**src/rtl/uart_defines.sv**
```systemverilog
// Shared definitions for the UART transmit arbiter and its helpers.
package uart_defines;

    typedef enum logic [1:0] {
        TX_ARB_IDLE       = 2'd0,
        TX_ARB_LAUNCH     = 2'd1,
        TX_ARB_WAIT_START = 2'd2,
        TX_ARB_WAIT_DONE  = 2'd3
    } tx_arb_state_t;

    localparam int START_TIMEOUT_DEF = 16;

endpackage

```
**src/rtl/rr_select.sv**
```systemverilog
// Combinational round-robin picker: first eligible request after ptr, wrapping.
// Zero latency; no backpressure (pure function of its inputs).
module rr_select #(
    parameter int NUM_REQ = 4,
    parameter int ID_W    = 2
) (
    input  logic [NUM_REQ-1:0] req,
    input  logic [ID_W-1:0]    ptr,
    input  logic [NUM_REQ-1:0] mask,
    output logic [NUM_REQ-1:0] grant,
    output logic [ID_W-1:0]    grant_idx,
    output logic               grant_vld
);

    logic [NUM_REQ-1:0] elig;

    assign elig = req & mask;

    // Offset k=1 is the highest priority, k=NUM_REQ (ptr itself) the lowest.
    always_comb begin
        grant     = '0;
        grant_idx = '0;
        grant_vld = 1'b0;
        for (int k = 1; k <= NUM_REQ; k++) begin
            for (int j = 0; j < NUM_REQ; j++) begin
                if (!grant_vld && elig[j] && (((int'(ptr) + k) % NUM_REQ) == j)) begin
                    grant_vld = 1'b1;
                    grant[j]  = 1'b1;
                    grant_idx = ID_W'(j);
                end
            end
        end
    end

endmodule

```
**src/rtl/uart_tx_arbiter.sv**
```systemverilog
// Round-robin sharing of one UART transmitter among NUM_REQ byte sources, with packet lock.
// Accept one cycle after valid when idle; requesters wait while the uart or the arbiter is busy.
module uart_tx_arbiter
    import uart_defines::*;
#(
    parameter int NUM_REQ       = 4,
    parameter int ID_W          = 2,
    parameter int START_TIMEOUT = START_TIMEOUT_DEF
) (
    input  logic                 clk,
    input  logic                 rst,
    input  logic [NUM_REQ-1:0]   req_valid,
    input  logic [8*NUM_REQ-1:0] req_byte,
    input  logic [NUM_REQ-1:0]   req_lock,
    output logic [NUM_REQ-1:0]   req_ready,
    output logic                 uart_transmit,
    output logic [7:0]           uart_tx_byte,
    input  logic                 uart_is_transmitting,
    output logic [ID_W-1:0]      grant_id,
    output logic                 busy,
    output logic                 locked,
    output logic                 tx_timeout
);

    tx_arb_state_t        state, state_nxt;
    logic [ID_W-1:0]      ptr;
    logic [7:0]           cnt;
    logic [NUM_REQ-1:0]   lock_mask;
    logic [NUM_REQ-1:0]   pick_onehot;
    logic [ID_W-1:0]      pick_idx;
    logic                 pick_vld;
    logic [7:0]           pick_byte;
    logic                 pick_lock;
    logic                 accept;
    logic                 start_expire;

    // While locked only the current owner may be picked.
    always_comb begin
        lock_mask = '1;
        if (locked) begin
            for (int j = 0; j < NUM_REQ; j++) begin
                lock_mask[j] = (grant_id == ID_W'(j));
            end
        end
    end

    rr_select #(
        .NUM_REQ (NUM_REQ),
        .ID_W    (ID_W)
    ) u_rr_select (
        .req       (req_valid),
        .ptr       (ptr),
        .mask      (lock_mask),
        .grant     (pick_onehot),
        .grant_idx (pick_idx),
        .grant_vld (pick_vld)
    );

    always_comb begin
        pick_byte = '0;
        pick_lock = 1'b0;
        for (int j = 0; j < NUM_REQ; j++) begin
            if (pick_onehot[j]) begin
                pick_byte = req_byte[8*j +: 8];
                pick_lock = req_lock[j];
            end
        end
    end

    assign accept       = (state == TX_ARB_IDLE) && !uart_is_transmitting && pick_vld;
    assign start_expire = (state == TX_ARB_WAIT_START) && !uart_is_transmitting && (cnt == 8'd1);
    assign busy         = (state != TX_ARB_IDLE);

    always_ff @(posedge clk or posedge rst) begin
        if (rst) begin
            state <= TX_ARB_IDLE;
        end else begin
            state <= state_nxt;
        end
    end

    always_comb begin
        state_nxt = state;
        case (state)
            TX_ARB_IDLE:       if (accept) state_nxt = TX_ARB_LAUNCH;
            TX_ARB_LAUNCH:     state_nxt = TX_ARB_WAIT_START;
            TX_ARB_WAIT_START: begin
                if (uart_is_transmitting) begin
                    state_nxt = TX_ARB_WAIT_DONE;
                end else if (start_expire) begin
                    state_nxt = TX_ARB_IDLE;
                end
            end
            TX_ARB_WAIT_DONE:  if (!uart_is_transmitting) state_nxt = TX_ARB_IDLE;
            default:           state_nxt = TX_ARB_IDLE;
        endcase
    end

    // The transmit pulse is raised on the accept edge so it is high throughout LAUNCH.
    always_ff @(posedge clk or posedge rst) begin
        if (rst) begin
            req_ready     <= '0;
            uart_transmit <= 1'b0;
            uart_tx_byte  <= '0;
            grant_id      <= '0;
            ptr           <= ID_W'(NUM_REQ - 1);
            locked        <= 1'b0;
            tx_timeout    <= 1'b0;
            cnt           <= '0;
        end else begin
            req_ready     <= '0;
            uart_transmit <= 1'b0;
            tx_timeout    <= 1'b0;
            if (accept) begin
                req_ready     <= pick_onehot;
                uart_transmit <= 1'b1;
                uart_tx_byte  <= pick_byte;
                grant_id      <= pick_idx;
                ptr           <= pick_idx;
                locked        <= pick_lock;
            end
            if (state == TX_ARB_LAUNCH) begin
                cnt <= 8'(START_TIMEOUT);
            end else if ((state == TX_ARB_WAIT_START) && !uart_is_transmitting) begin
                cnt <= cnt - 8'd1;
                if (start_expire) begin
                    tx_timeout <= 1'b1;
                    locked     <= 1'b0;
                end
            end
        end
    end

endmodule

```
**config.mk**
```make
export PLATFORM = sky130hd
export DESIGN_NAME = uart_tx_arbiter
export DESIGN_NICKNAME = d
export VERILOG_FILES = /design/src/rtl/uart_defines.sv /design/src/rtl/rr_select.sv /design/src/rtl/uart_tx_arbiter.sv
export SDC_FILE = /design/constraint.sdc
export NUM_CORES = 1
export LEC_CHECK = 0
export ABC_CLOCK_PERIOD_IN_PS = 1770
export BUFFER_PORTS_ARGS = -buffer_cell sky130_fd_sc_hd__buf_2
export CORE_ASPECT_RATIO = 1.2
export CORE_MARGIN = 4
export CORE_UTILIZATION = 30
export DETAILED_ROUTE_END_ITERATION = 16
export GPL_TIMING_DRIVEN = 1
export PLACE_DENSITY = 0.64
export SLEW_MARGIN = 10
export SYNTH_ARGS = -nofsm -noshare
export SYNTH_HDL_FRONTEND = slang
export SYNTH_SLANG_ARGS = --single-unit
```
**constraint.sdc**
```tcl
create_clock -name clk -period 1.77 [get_ports clk]
set_clock_uncertainty 0.1 [all_clocks]
set_input_delay 0.0885 -clock clk [delete_from_list [all_inputs] [get_ports clk]]
set_output_delay 0.0885 -clock clk [all_outputs]
set_load 0.01 [all_outputs]
```
# Yosys cells after proc, flatten, opt, wreduce, memory -nomap -nowiden
# Cells that the tools add are included.
[word_totals] ramBits=0 n_memories=0 romBits=0 latchBits=0 wordCells=176 ff_bits=29
[op_classes] div_mod_pow=0 magnitude_cmp=0 shift=0 addsub=5 mul=0 muxes=71 n_eq_ne=22 reduce_logical=64 n_bitwise=5
[ops] cell="32-bit zero test" count=4
[ops] cell="8-bit 2-to-1 mux" count=6
[ops] cell="1-bit 2-to-1 mux" count=44
[ops] cell="2-bit 2-to-1 mux" count=18
[ops] cell="1-bit logical AND" count=35
[ops] cell="3-bit == test, second input constant" count=8
[ops] cell="1-bit zero test" count=16
[ops] cell="3-bit by 2-bit == test with 1-bit output, second input constant" count=4
[ops] cell="2-bit == test, second input constant" count=4
[ops] cell="8-bit by 1-bit == test with 1-bit output, second input constant" count=1
[ops] cell="4-bit 2-to-1 mux" count=2
[ops] cell="2-bit one-hot mux with 4 select lines" count=1
[ops] cell="2-bit OR reduction" count=4
[ops] cell="8-bit by 1-bit subtractor with 8-bit output, second input constant" count=1
[ops] cell="2-bit by 1-bit adder with 2-bit output, second input constant" count=2
[ops] cell="2-bit adder, second input constant" count=2
[ops] cell="1-bit AND, first input constant" count=4
[ops] cell="4-bit AND" count=1
[ops] cell="2-bit by 1-bit == test with 1-bit output, second input constant" count=2
[ops] cell="2-bit zero test" count=2
[ops] cell="2-bit != test, second input constant" count=2
[ops] cell="2-bit nonzero test" count=2
[ops] cell="3-bit != test, second input constant" count=1
[ops] cell="3-bit AND reduction" count=1

# Depth between registers and ports, before layout
# Gate-level depths: netlist (run 1).
[depth] word_depth=71 ltp_mapped=8 ltp_nobuf=8

# By module
# A second synthesis (run 1) with hierarchy kept.
[unflattened] hier_cells=198 area_unflattened_um2=1810.5
[by_module_without_submodules] module="uart_tx_arbiter" cells_per_inst=166 area_each_um2=1615.3 instances=1
[by_module_without_submodules] module="rr_select" cells_per_inst=32 area_each_um2=195.2 instances=1

# Least setup slack after synthesis (run 1)
# OpenSTA, ideal clock, no wires.
[synth_timing] path_kind="register to register" startpoint="reg grant_id[0]" endpoint="reg uart_tx_byte[0]" required_ps=1588 setup_slack_ps=-222 stages_incl_launch_ff=9 t_arrival_ps=1810 n_path_buf=2 setup_time_ps=82 period_less_slack_ps=1992 path_cell_list="dfrtp_1 -> nand2b_1 -> a21boi_0 -> or2_4 -> a211o_1 -> buf_6 -> and3_4 -> buf_6 -> a22oi_2"
[synth_between] elab_chain_len=66 word_cells_on_any_way=88 cone_classes="eq/ne: 3; mux: 36; bitwise: 1; reduce/logical: 48"
[synth_rtl] item="start, declared" line_no="uart_tx_arbiter.sv:19" source="output logic [ID_W-1:0] grant_id,"
[synth_rtl] item="start signal, assigned" line_no="uart_tx_arbiter.sv:118" source="grant_id <= pick_idx;"
[synth_rtl] item="2-bit zero test" line_no="uart_tx_arbiter.sv:42" source="lock_mask[j] = (grant_id == ID_W'(j));"
[synth_rtl] item="4-bit 2-to-1 mux (*)" line_no="uart_tx_arbiter.sv:40" source="if (locked) begin"
[synth_rtl] item="4-bit AND (*)" line_no="rr_select.sv:17" source="assign elig = req & mask;"
[synth_rtl] item="1-bit logical AND" line_no="rr_select.sv:26" source="if (!grant_vld && elig[j] && (((int'(ptr) + k) % NUM_REQ) == j)) begin"
[synth_rtl] item="1-bit 2-to-1 mux" line_no="rr_select.sv:26"
[synth_rtl] item="1-bit zero test" line_no="rr_select.sv:26"
[synth_rtl] item="1-bit logical AND (2 in a row)" line_no="rr_select.sv:26"
[synth_rtl] item="1-bit 2-to-1 mux" line_no="rr_select.sv:26"
[synth_rtl] item="[47 not listed]"
[synth_rtl] item="1-bit 2-to-1 mux" line_no="rr_select.sv:26"
[synth_rtl] item="1-bit zero test" line_no="rr_select.sv:26"
[synth_rtl] item="1-bit logical AND (2 in a row)" line_no="rr_select.sv:26"
[synth_rtl] item="1-bit 2-to-1 mux" line_no="rr_select.sv:26"
[synth_rtl] item="1-bit zero test" line_no="rr_select.sv:26"
[synth_rtl] item="1-bit logical AND (2 in a row)" line_no="rr_select.sv:26"
[synth_rtl] item="1-bit 2-to-1 mux" line_no="rr_select.sv:26"
[synth_rtl] item="8-bit 2-to-1 mux or 1-bit logical AND (tied branches)" line_no="uart_tx_arbiter.sv:63, uart_tx_arbiter.sv:70"
[synth_rtl] item="end signal, assigned" line_no="uart_tx_arbiter.sv:117" source="uart_tx_byte <= pick_byte;"
[synth_rtl] item="end, declared" line_no="uart_tx_arbiter.sv:17" source="output logic [7:0] uart_tx_byte,"
# Every way passes the cells marked *; elsewhere a longest branch is shown, timed or not.
# A chain may end at the register's enable or synchronous reset.

# Final worst setup path (run 1)
[layout_timing] startpoint="reg grant_id[0]" endpoint="reg uart_tx_byte[3]"
# Same word-level chain as after synthesis.

==> results of run 1 <==
==> worst max-delay path by stage <==
| stage | start | endpoint | slack [ps] | cells past startpoint |
|---|---|---|---|---|
| floorplan | grant_id[0] | uart_tx_byte[0] | -140 | 8 |
| global placement | grant_id[1] | grant_id[0] | -150 | 7 |
| detailed placement | grant_id[0] | uart_tx_byte[1] | -170 | 7 |
| CTS | grant_id[0] | locked | -130 | 7 |
| global route | grant_id[0] | locked | -220 | 7 |
| finish | grant_id[0] | uart_tx_byte[3] | -150 | 7 |
==> logic make-up (layout without fill, tap and decap cells) <==
| kind of cell | Yosys count | after routing | synth area share, % |
|---|---|---|---|
| simple gates | 56 | 56 | 18.0 |
| mux | 1 | 1 | 0.615 |
| buf+inv | 14 | 112 | 6.53 |
| xor+xnor | 1 | 1 | 0.538 |
| flops | 29 | 29 | 44.7 |
| compound gates | 56 | 56 | 28.1 |
| fa+ha+maj | 2 | 2 | 1.54 |
==> sequential cells by signal, summed over array words and instances (netlist names) <==
register,flops
uart_tx_byte,8
ptr,2
tx_timeout,1
grant_id,2
cnt,8
locked,1
state,2
uart_transmit,1
req_ready,4
==> cell type report <==
cell class                 instances  area share (%)
clock buffer                       5            2.76
timing repair buffer              98            25.2
multi-input combinational        116            36.1
inverter                           6           0.904
sequential                        29            29.3
clock inverter                     3            2.61
tap                               62            3.11
==> Yosys cell counts, types with 3 or more instances <==
library cell	number	area share (%)
nand2b_1	5	1.9
buf_6	4	2.8
o221ai_1	9	4.8
nand3_1	5	1.5
and2_1	3	1.2
dfrtp_1	27	42
a22oi_2	8	6.1
a22oi_1	8	3.7
inv_1	6	1.4
o21a_1	3	1.4
o21ai_0	8	2.5
nand2_1	18	4.2
nor2_1	10	2.3
==> tightest hold or removal path, stage by stage <==
cell and delay (ps):
buf_2 100, o221ai_2 130, a22oi_2 50
==> report_power, final <==
group | switching [W] | leakage, nW | internal [W] | total (W)
Combinational | 0.00111 | 0.747 | 0.00115 | 0.00226
Sequential | 0.000227 | 0.363 | 0.000948 | 0.00117
Clock | 0.000260 | 0.0681 | 0.000559 | 0.000819
Total | 0.00160 | 1.18 | 0.00266 | 0.00426
==> per-layer routing <==
layer / wire (um) / share of wire [%] / vias to the layer above
met5: 0 / 0 / -
met4: 102 / 2.1 / 0
met3: 226 / 4.8 / 8
met2: 2520 / 53 / 39
met1: 1900 / 40 / 779
li1: - / - / 790
==> metrics by stage <==
| step | total power (W) | hold slack [ps] | std cells | util, % | worst slack (ps) |
|---|---|---|---|---|---|
| 6_report | 0.00426 | 29.9 | 319 | 47.3 | -151 |
| 3_3_place_gp | 0.00313 | 77.3 | 301 | 41.5 | -146 |
| 4_1_cts | 0.00411 | 27.6 | 316 | 45.9 | -130 |
| 3_5_place_dp | 0.00316 | 84.7 | 301 | 41.5 | -172 |
| 2_1_floorplan | 0.00241 | 65.0 | 159 | - | -140 |
| 5_1_grt | 0.00457 | 27.2 | 319 | 47.3 | -216 |
==> what timing repair did <==
item                                    CTS  global route
buffers inserted                          3             3
hold buffers                              4             0
gates resized for setup                   8             9
endpoints found under the setup margin   13            16
endpoints found under the hold margin    30             0
pin swaps                                 4             3
==> impl_metrics.csv, run 1 <==
group,metric,value,unit
final_layout,final_cell_area,2490,um2
placed_design,numPortBuffers,60,
status,violations,"negative setup slack",
floorplanning,die_y,88.7,um
clock_tree,htreeDepth,2,
critical_path,crit_path_end_kind,"flip-flop",
placed_design,gp_congestion,0.771,
critical_path,cp.arrival,2020,ps
synthesis,ys_seq_elements,29,
detailed_routing,first_iter_violations,64,
clock_tree,cts_buffers,5,
floorplanning,start_util,30.9,%
synthesis,avgSynthCellArea,10.2,um2
final_layout,layout_common_cells,"buf_2, buf_4, dfrtp_1, nand2_1, nor2_1",
floorplanning,io_pins,61,
synthesis,ys_types,49,
final_layout,fill_cells,490,
power,power.density,1710,nW/um2
worst_hold_path,min_to,"uart_tx_byte[1]",
clock_tree,clk_path_buf_depth,2,
critical_path,start_kind,"flip-flop",
synthesis,syn-num-nets,204,
sta,tns,-1330,ps
grt,use_met1,18.0,%
worst_hold_path,holdPathStages,3,
critical_path,rr_startpoint,"grant_id[0]",
clock_tree,cts_tree,"built",
worst_hold_path,worstHoldStart,"req_byte[17]",
critical_path,rr_worst_depth,7,
critical_path,crit_buf_inv,1,
sta,fmax,521,MHz
grt,busiest_layer,"met2",
sta,period_minus_slack,1920,ps
synthesis,synth-main-ff-cell,"dfrtp_1",
critical_path,crit_chain,"o21ai_1 > and2_4 > or2_4 > a211o_1 > and3_4 > buf_12 > a22oi_2",
synthesis,ys_seq_area_share,44.7,%
clock_tree,numClockSinks,29,
clock_tree,clk_pin_slew,60,ps
worst_hold_path,holdCritPathClass,"input pin to flip-flop",
power,ir_drop,0.000675,V
run,maxCapViolCount,0,
synthesis,async_flop_share,100,%
grt,antenna_found_initial,0,
floorplanning,dieWidth,75.2,um
detailed_routing,ant_nets,0,
final_layout,area_growth,53.0,%
final_layout,multiInputGateArea,898,um2
grt,grt_max_degree,30,
grt,use_met3,4.55,%
critical_path,critPathSlowestCell,"dfrtp_2",
critical_path,rr_endpoint,"uart_tx_byte[3]",
final_layout,antenna_cells,0,
sta,maxSlewViolCount,0,
clock_tree,worst_skew_pair.late_latency,280,ps
critical_path,rrSetupSlack,-150,ps
power,leakage,1.18,nW
status,status,"complete, but fails checks",
sta,hold_violations,0,
grt,met2_usage,24.2,%
placed_design,placedInstanceArea,2180,um2
floorplanning,die-area,6670,um2
final_layout,seq_area,731,um2
floorplanning,design.core.area,5260,um2
detailed_routing,wl_per_cell,14.9,um
detailed_routing,vias,1616,
critical_path,critPathMaxStageDelay,450,ps
critical_path,crit_type,"flip-flop to flip-flop",
sta,worst_pin_slew,360,ps
sta,rsz0062_at_grt,"true",
grt,gr-total-overflow,0,
synthesis,netlist_area,1630,um2
final_layout,layout_commonest_cell,"buf_2",
sta,final-setup-viol-count,13,
grt,grt_first_pass_wirelength,7.43,mm
detailed_routing,drc,0,
synthesis,syn_inst,159,
detailed_routing,viasPerCell,5.07,
final_layout,final_nets,301,
synthesis,synth_edf_count,0,
floorplanning,rows,29,
final_layout,drive_gt1_share,52.9,%
critical_path,critical-path-top-delay-family,"simple AND/OR/NAND/NOR gates",
grt,track_usage,14.6,%
synthesis,ys_warn_count,0,
critical_path,cp.required,1870,ps
sta,setup_ws,-151,ps
clock_tree,cts-root-buf,"clkbuf_8",
critical_path,critPathMaxFanout,7,
sta,slew_headroom,75.8,%
placed_design,dp_hpwl,3.50,mm
sta,period_share,109,%
detailed_routing,routed_wl,4.76,mm
grt,grt_pass1_vias,1645,
detailed_routing,first_pass_iters,4,
Power figures use the tool's default switching activity.
==> run 2, diff against run 1 <==
--- a/config.mk
+++ b/config.mk
@@ -5,7 +5,7 @@
 export SDC_FILE = /design/constraint.sdc
 export NUM_CORES = 1
 export LEC_CHECK = 0
-export ABC_CLOCK_PERIOD_IN_PS = 1770
+export ABC_CLOCK_PERIOD_IN_PS = 1700
 export BUFFER_PORTS_ARGS = -buffer_cell sky130_fd_sc_hd__buf_2
 export CORE_ASPECT_RATIO = 1.2
 export CORE_MARGIN = 4
==> constraint.sdc (replaced) <==
create_clock -name clk -period 1.7 [get_ports clk]
set_clock_uncertainty 0.1 [all_clocks]
set_input_delay 0.085 -clock clk [delete_from_list [all_inputs] [get_ports clk]]
set_output_delay 0.085 -clock clk [all_outputs]
set_load 0.01 [all_outputs]
==> impl_metrics.csv, run 2 (same netlist as run 1, synthesis figures left out) <==
group,metric,value,unit
final_layout,area_growth,53.8,%
worst_hold_path,holdCritPathClass,"input pin to flip-flop",
clock_tree,cts-root-buf,"clkbuf_8",
status,violations,"negative setup slack",
power,leakage,1.16,nW
power,pwr-share-clk,16.8,%
grt,busiest_layer,"met2",
power,pwr-share-seq,28.1,%
placed_design,gp_congestion,0.789,
final_layout,layout_commonest_cell,"buf_2",
status,status,"complete, but fails checks",
grt,grt_max_degree,30,
grt,met2_usage,26.6,%
floorplanning,start_util,30.9,%
final_layout,layout_common_cells,"buf_2, buf_4, dfrtp_1, nand2_1, nor2_1",
sta,whs,27.2,ps
grt,track_usage,14.8,%
critical_path,crit_path_end_kind,"flip-flop",
sta,fmax,511,MHz
placed_design,dp_cells,302,
detailed_routing,vias,1625,
run,maxCapViolCount,0,
placed_design,placedInstanceArea,2190,um2
placed_design,dp_hpwl,3.52,mm
critical_path,crit_type,"flip-flop to flip-flop",
grt,use_met1,17.1,%
placed_design,place_worst_setup_slack,-244,ps
detailed_routing,first_pass_iters,4,
final_layout,reg_top3,"cnt x8, uart_tx_byte x8, req_ready x4",
clock_tree,htreeDepth,2,
grt,grt_pass1_vias,1698,
sta,rsz0062_at_grt,"true",
detailed_routing,routed_wl,4.78,mm
sta,period_minus_slack,1960,ps
floorplanning,design.core.area,5260,um2
detailed_routing,drc,0,
sta,setup_ws,-256,ps
critical_path,start_kind,"flip-flop",
power,switching_share,39.3,%
critical_path,cp.required,1790,ps
critical_path,cp.arrival,2050,ps
grt,antenna_found_initial,0,
clock_tree,clk_path_buf_depth,2,
detailed_routing,wl_per_cell,15.1,um
placed_design,numPortBuffers,60,
clock_tree,clk_pin_slew,70,ps
detailed_routing,first_iter_violations,58,
final_layout,final_nets,298,
floorplanning,dieWidth,75.2,um
power,power.density,1740,nW/um2
detailed_routing,ant_nets,0,
critical_path,critPathMaxFanout,6,
final_layout,final_cell_area,2500,um2
grt,grt_first_pass_wirelength,7.62,mm
floorplanning,die-area,6670,um2
floorplanning,io_pins,61,
clock_tree,numClockSinks,29,
power,p_sw,0.00171,W
power,ir_drop,0.000815,V
sta,slew_headroom,75.3,%
clock_tree,cts_tree,"built",
power,intPower,0.00265,W
sta,period_share,115,%
final_layout,antenna_cells,0,
grt,use_met3,3.98,%
sta,hold_violations,0,
clock_tree,worst_skew_pair.late_latency,280,ps
clock_tree,cts_buffers,5,
grt,gr-total-overflow,0,
sta,final-setup-viol-count,16,
final_layout,drive_gt1_share,58.3,%
sta,maxSlewViolCount,0,
final_layout,finalNonFillerCells,316,
floorplanning,die_y,88.7,um
detailed_routing,viasPerCell,5.14,
floorplanning,rows,29,
sta,worst_pin_slew,370,ps
power,p_comb_share,55.1,%
[run 2: what timing repair did]
action | in CTS | in global routing
pin swaps | 7 | 1
resized for setup | 18 | 13
hold endpoints to repair | 29 | 0
hold buffers | 4 | 0
setup endpoints to repair | 16 | 19
buffers inserted | 2 | 0
[run 2: stage by stage]
| stage | util [%] | power [W] | TNS (ps) |
|---|---|---|---|
| after global routing | 47.6 | 0.00468 | -3890 |
| after global placement | 41.6 | 0.00329 | -2800 |
| after floorplan | - | 0.00251 | -2420 |
| after detailed placement | 41.6 | 0.00333 | -2900 |
| final | 47.6 | 0.00436 | -2810 |
| after CTS | 46.6 | 0.00427 | -2540 |
[run 2: path summary, 6_finish.rpt]
path	start	end	cells after the start	slack, ps
max	grant_id[0]	uart_tx_byte[6]	7	-260
min	req_byte[17]	uart_tx_byte[1]	3	30
max reg2reg	grant_id[0]	uart_tx_byte[6]	7	-260
min reg2reg	cnt[7]	cnt[7]	1	390
max in group asynchronous	rst	ptr[0]	4	860
min in group asynchronous	rst	cnt[5]	4	320
[run 2: worst max-delay path, stage by stage, from the launching register on]
cell     delay [ps]
dfrtp_2         440
o21ai_1          80
and2_4          150
or2_4           270
a211o_1         320
and3_4          220
buf_12          130
a22oi_2         160
[run 2: power by group through the flow]
stage / clock (W) / sequential, W / combinational [W]
2_1_floorplan: 0 / 0.00128 / 0.00123
3_3_place_gp: 0 / 0.00121 / 0.00208
3_5_place_dp: 0 / 0.00121 / 0.00212
4_1_cts: 0.000750 / 0.00121 / 0.00232
5_1_grt: 0.000778 / 0.00127 / 0.00263
6_report: 0.000731 / 0.00123 / 0.00240
[run 2: cell type report]
cell class                      instances  area (um2)
Tap cell                               62        77.6
Inverter                                6        22.5
Clock buffer                            7        86.3
Multi-Input combinational cell        116         953
Clock inverter                          1        30.0
Fill cell                             484        2760
Sequential cell                        29         732
Timing Repair Buffer                   95         602
[run 2: metal layers]
metal	share of wire, %	wire (um)
met4	1.2	55
met1	39	1880
met3	5.0	238
met5	0	0
met2	55	2610
==> run 3, diff against run 2 <==
--- a/config.mk
+++ b/config.mk
@@ -5,10 +5,10 @@
 export SDC_FILE = /design/constraint.sdc
 export NUM_CORES = 1
 export LEC_CHECK = 0
-export ABC_CLOCK_PERIOD_IN_PS = 1700
+export ABC_CLOCK_PERIOD_IN_PS = 1660
 export BUFFER_PORTS_ARGS = -buffer_cell sky130_fd_sc_hd__buf_2
 export CORE_ASPECT_RATIO = 1.2
-export CORE_MARGIN = 4
+export CORE_MARGIN = 5
 export CORE_UTILIZATION = 30
 export DETAILED_ROUTE_END_ITERATION = 16
 export GPL_TIMING_DRIVEN = 1
==> constraint.sdc (replaced) <==
create_clock -name clk -period 1.66 [get_ports clk]
set_clock_uncertainty 0.1 [all_clocks]
set_input_delay 0.083 -clock clk [delete_from_list [all_inputs] [get_ports clk]]
set_output_delay 0.083 -clock clk [all_outputs]
set_load 0.01 [all_outputs]
==> impl_metrics.csv, run 3 (same netlist as run 1, synthesis figures left out) <==
group,metric,value,unit
placed_design,gp_congestion,0.831,
grt,grt_max_degree,30,
grt,track_usage,13.7,%
detailed_routing,viasPerCell,4.98,
final_layout,finalNonFillerCells,319,
clock_tree,cts_buffers,5,
final_layout,final_nets,301,
floorplanning,die-area,7010,um2
detailed_routing,first_iter_violations,75,
grt,grt_first_pass_wirelength,7.85,mm
clock_tree,numClockSinks,29,
final_layout,seq_area,731,um2
detailed_routing,ant_nets,0,
power,power.density,1810,nW/um2
final_layout,multiInputGateArea,932,um2
final_layout,layout_commonest_cell,"buf_2",
grt,antenna_found_initial,0,
floorplanning,design.core.area,5300,um2
grt,gr-total-overflow,0,
sta,maxSlewViolCount,0,
status,violations,"negative setup slack",
floorplanning,rows,29,
clock_tree,clk_pin_slew,70,ps
floorplanning,start_util,30.7,%
worst_hold_path,holdCritPathClass,"input pin to flip-flop",
sta,hold_violations,0,
critical_path,crit_type,"flip-flop to flip-flop",
sta,final-setup-viol-count,19,
clock_tree,worst_skew_pair.late_latency,280,ps
final_layout,antenna_cells,0,
sta,rsz0062_at_grt,"true",
critical_path,start_kind,"flip-flop",
run,maxCapViolCount,0,
grt,grt_pass1_vias,1698,
detailed_routing,first_pass_iters,4,
floorplanning,dieWidth,77.2,um
detailed_routing,vias,1588,
sta,period_minus_slack,1960,ps
sta,tns,-3770,ps
placed_design,dp_cells,303,
sta,worst_pin_slew,390,ps
sta,slew_headroom,73.8,%
critical_path,critPathMaxFanout,7,
placed_design,dp_hpwl,3.38,mm
status,status,"complete, but fails checks",
clock_tree,clk_path_buf_depth,2,
final_layout,drive_gt1_share,57.6,%
critical_path,crit_path_end_kind,"flip-flop",
placed_design,numPortBuffers,60,
sta,setup_ws,-296,ps
final_layout,layout_common_cells,"buf_2, buf_4, dfrtp_1, nand2_1",
sta,fmax,511,MHz
clock_tree,htreeDepth,2,
final_layout,area_growth,54.5,%
power,ir_drop,0.000950,V
floorplanning,io_pins,61,
detailed_routing,drc,0,
clock_tree,cts_tree,"built",
detailed_routing,routed_wl,4.58,mm
critical_path,cp.required,1770,ps
final_layout,fill_cells,493,
power,leakage,1.17,nW
final_layout,reg_top3,"cnt x8, uart_tx_byte x8, req_ready x4",
sta,period_share,118,%
floorplanning,die_y,90.7,um
detailed_routing,wl_per_cell,14.4,um
critical_path,cp.arrival,2060,ps
clock_tree,cts-root-buf,"clkbuf_8",
-- run 3: cell types whose count changed in the layout (fill, tap and decap cells not counted), moves of 2 or more --
cell and change:
buf_12 -2, and2_1 +2, buf_6 +5, and2_4 -2
-- run 3: stage by stage --
step | area (um2) | total power (W) | hold slack [ps] | util [%] | setup slack (ps)
finish | 2510 | 0.00454 | 10.6 | 47.5 | -296
global route | 2510 | 0.00489 | 12.7 | 47.5 | -333
CTS | 2460 | 0.00447 | 5.99 | 46.5 | -251
detailed placement | 2170 | 0.00335 | 76.7 | 41.0 | -305
global placement | 2170 | 0.00332 | 69.9 | 41.0 | -306
floorplan | 1650 | 0.00257 | 59.5 | - | -250
-- run 3: layout make-up --
cell class	count	area share (%)
Clock inverter	3	2.59
Inverter	6	0.896
Clock buffer	5	2.74
Multi-Input combinational cell	116	37.1
Timing Repair Buffer	98	24.6
Tap cell	62	3.08
Sequential cell	29	29.1
-- run 3: repair_timing --
item,4_1_cts,5_1_grt
setup buffers,1,3
setup endpoints to repair,18,21
gates resized for setup,23,8
pin swaps,2,4
endpoints found under the hold margin,29,0
hold buffers,4,0
-- run 3: worst paths after layout --
check                                startpoint         endpoint  slack, ps  cells after the start
max                                 grant_id[0]  uart_tx_byte[6]       -300                      7
min                        uart_is_transmitting         state[1]         10                      3
max reg2reg                         grant_id[0]  uart_tx_byte[6]       -300                      7
min reg2reg                              cnt[6]           cnt[6]        380                      1
max in group asynchronous                   rst           ptr[1]        830                      4
min in group asynchronous                   rst     req_ready[1]        310                      4
-- run 3: critical path, stage by stage, from the launching register on --
cell	delay, ps
dfrtp_2	470
o21ai_1	80
and2_4	160
or2_4	270
a211o_1	300
and3_4	210
buf_6	120
a22oi_2	160
-- run 3: where the power goes --
group / internal [W] / switching, W
Clock: 0.000596 / 0.000286
Sequential: 0.00101 / 0.000244
Combinational: 0.00121 / 0.00119
Total: 0.00282 / 0.00172
-- run 3: per-layer routing --
metal  GRT usage (%)  part of all wire, %  vias up
met5               0                    0        -
met4            3.87                  1.2        0
met3            3.79                  4.3        5
met2            24.4                   54       42
met1            15.7                   40      753
li1                -                    -      788
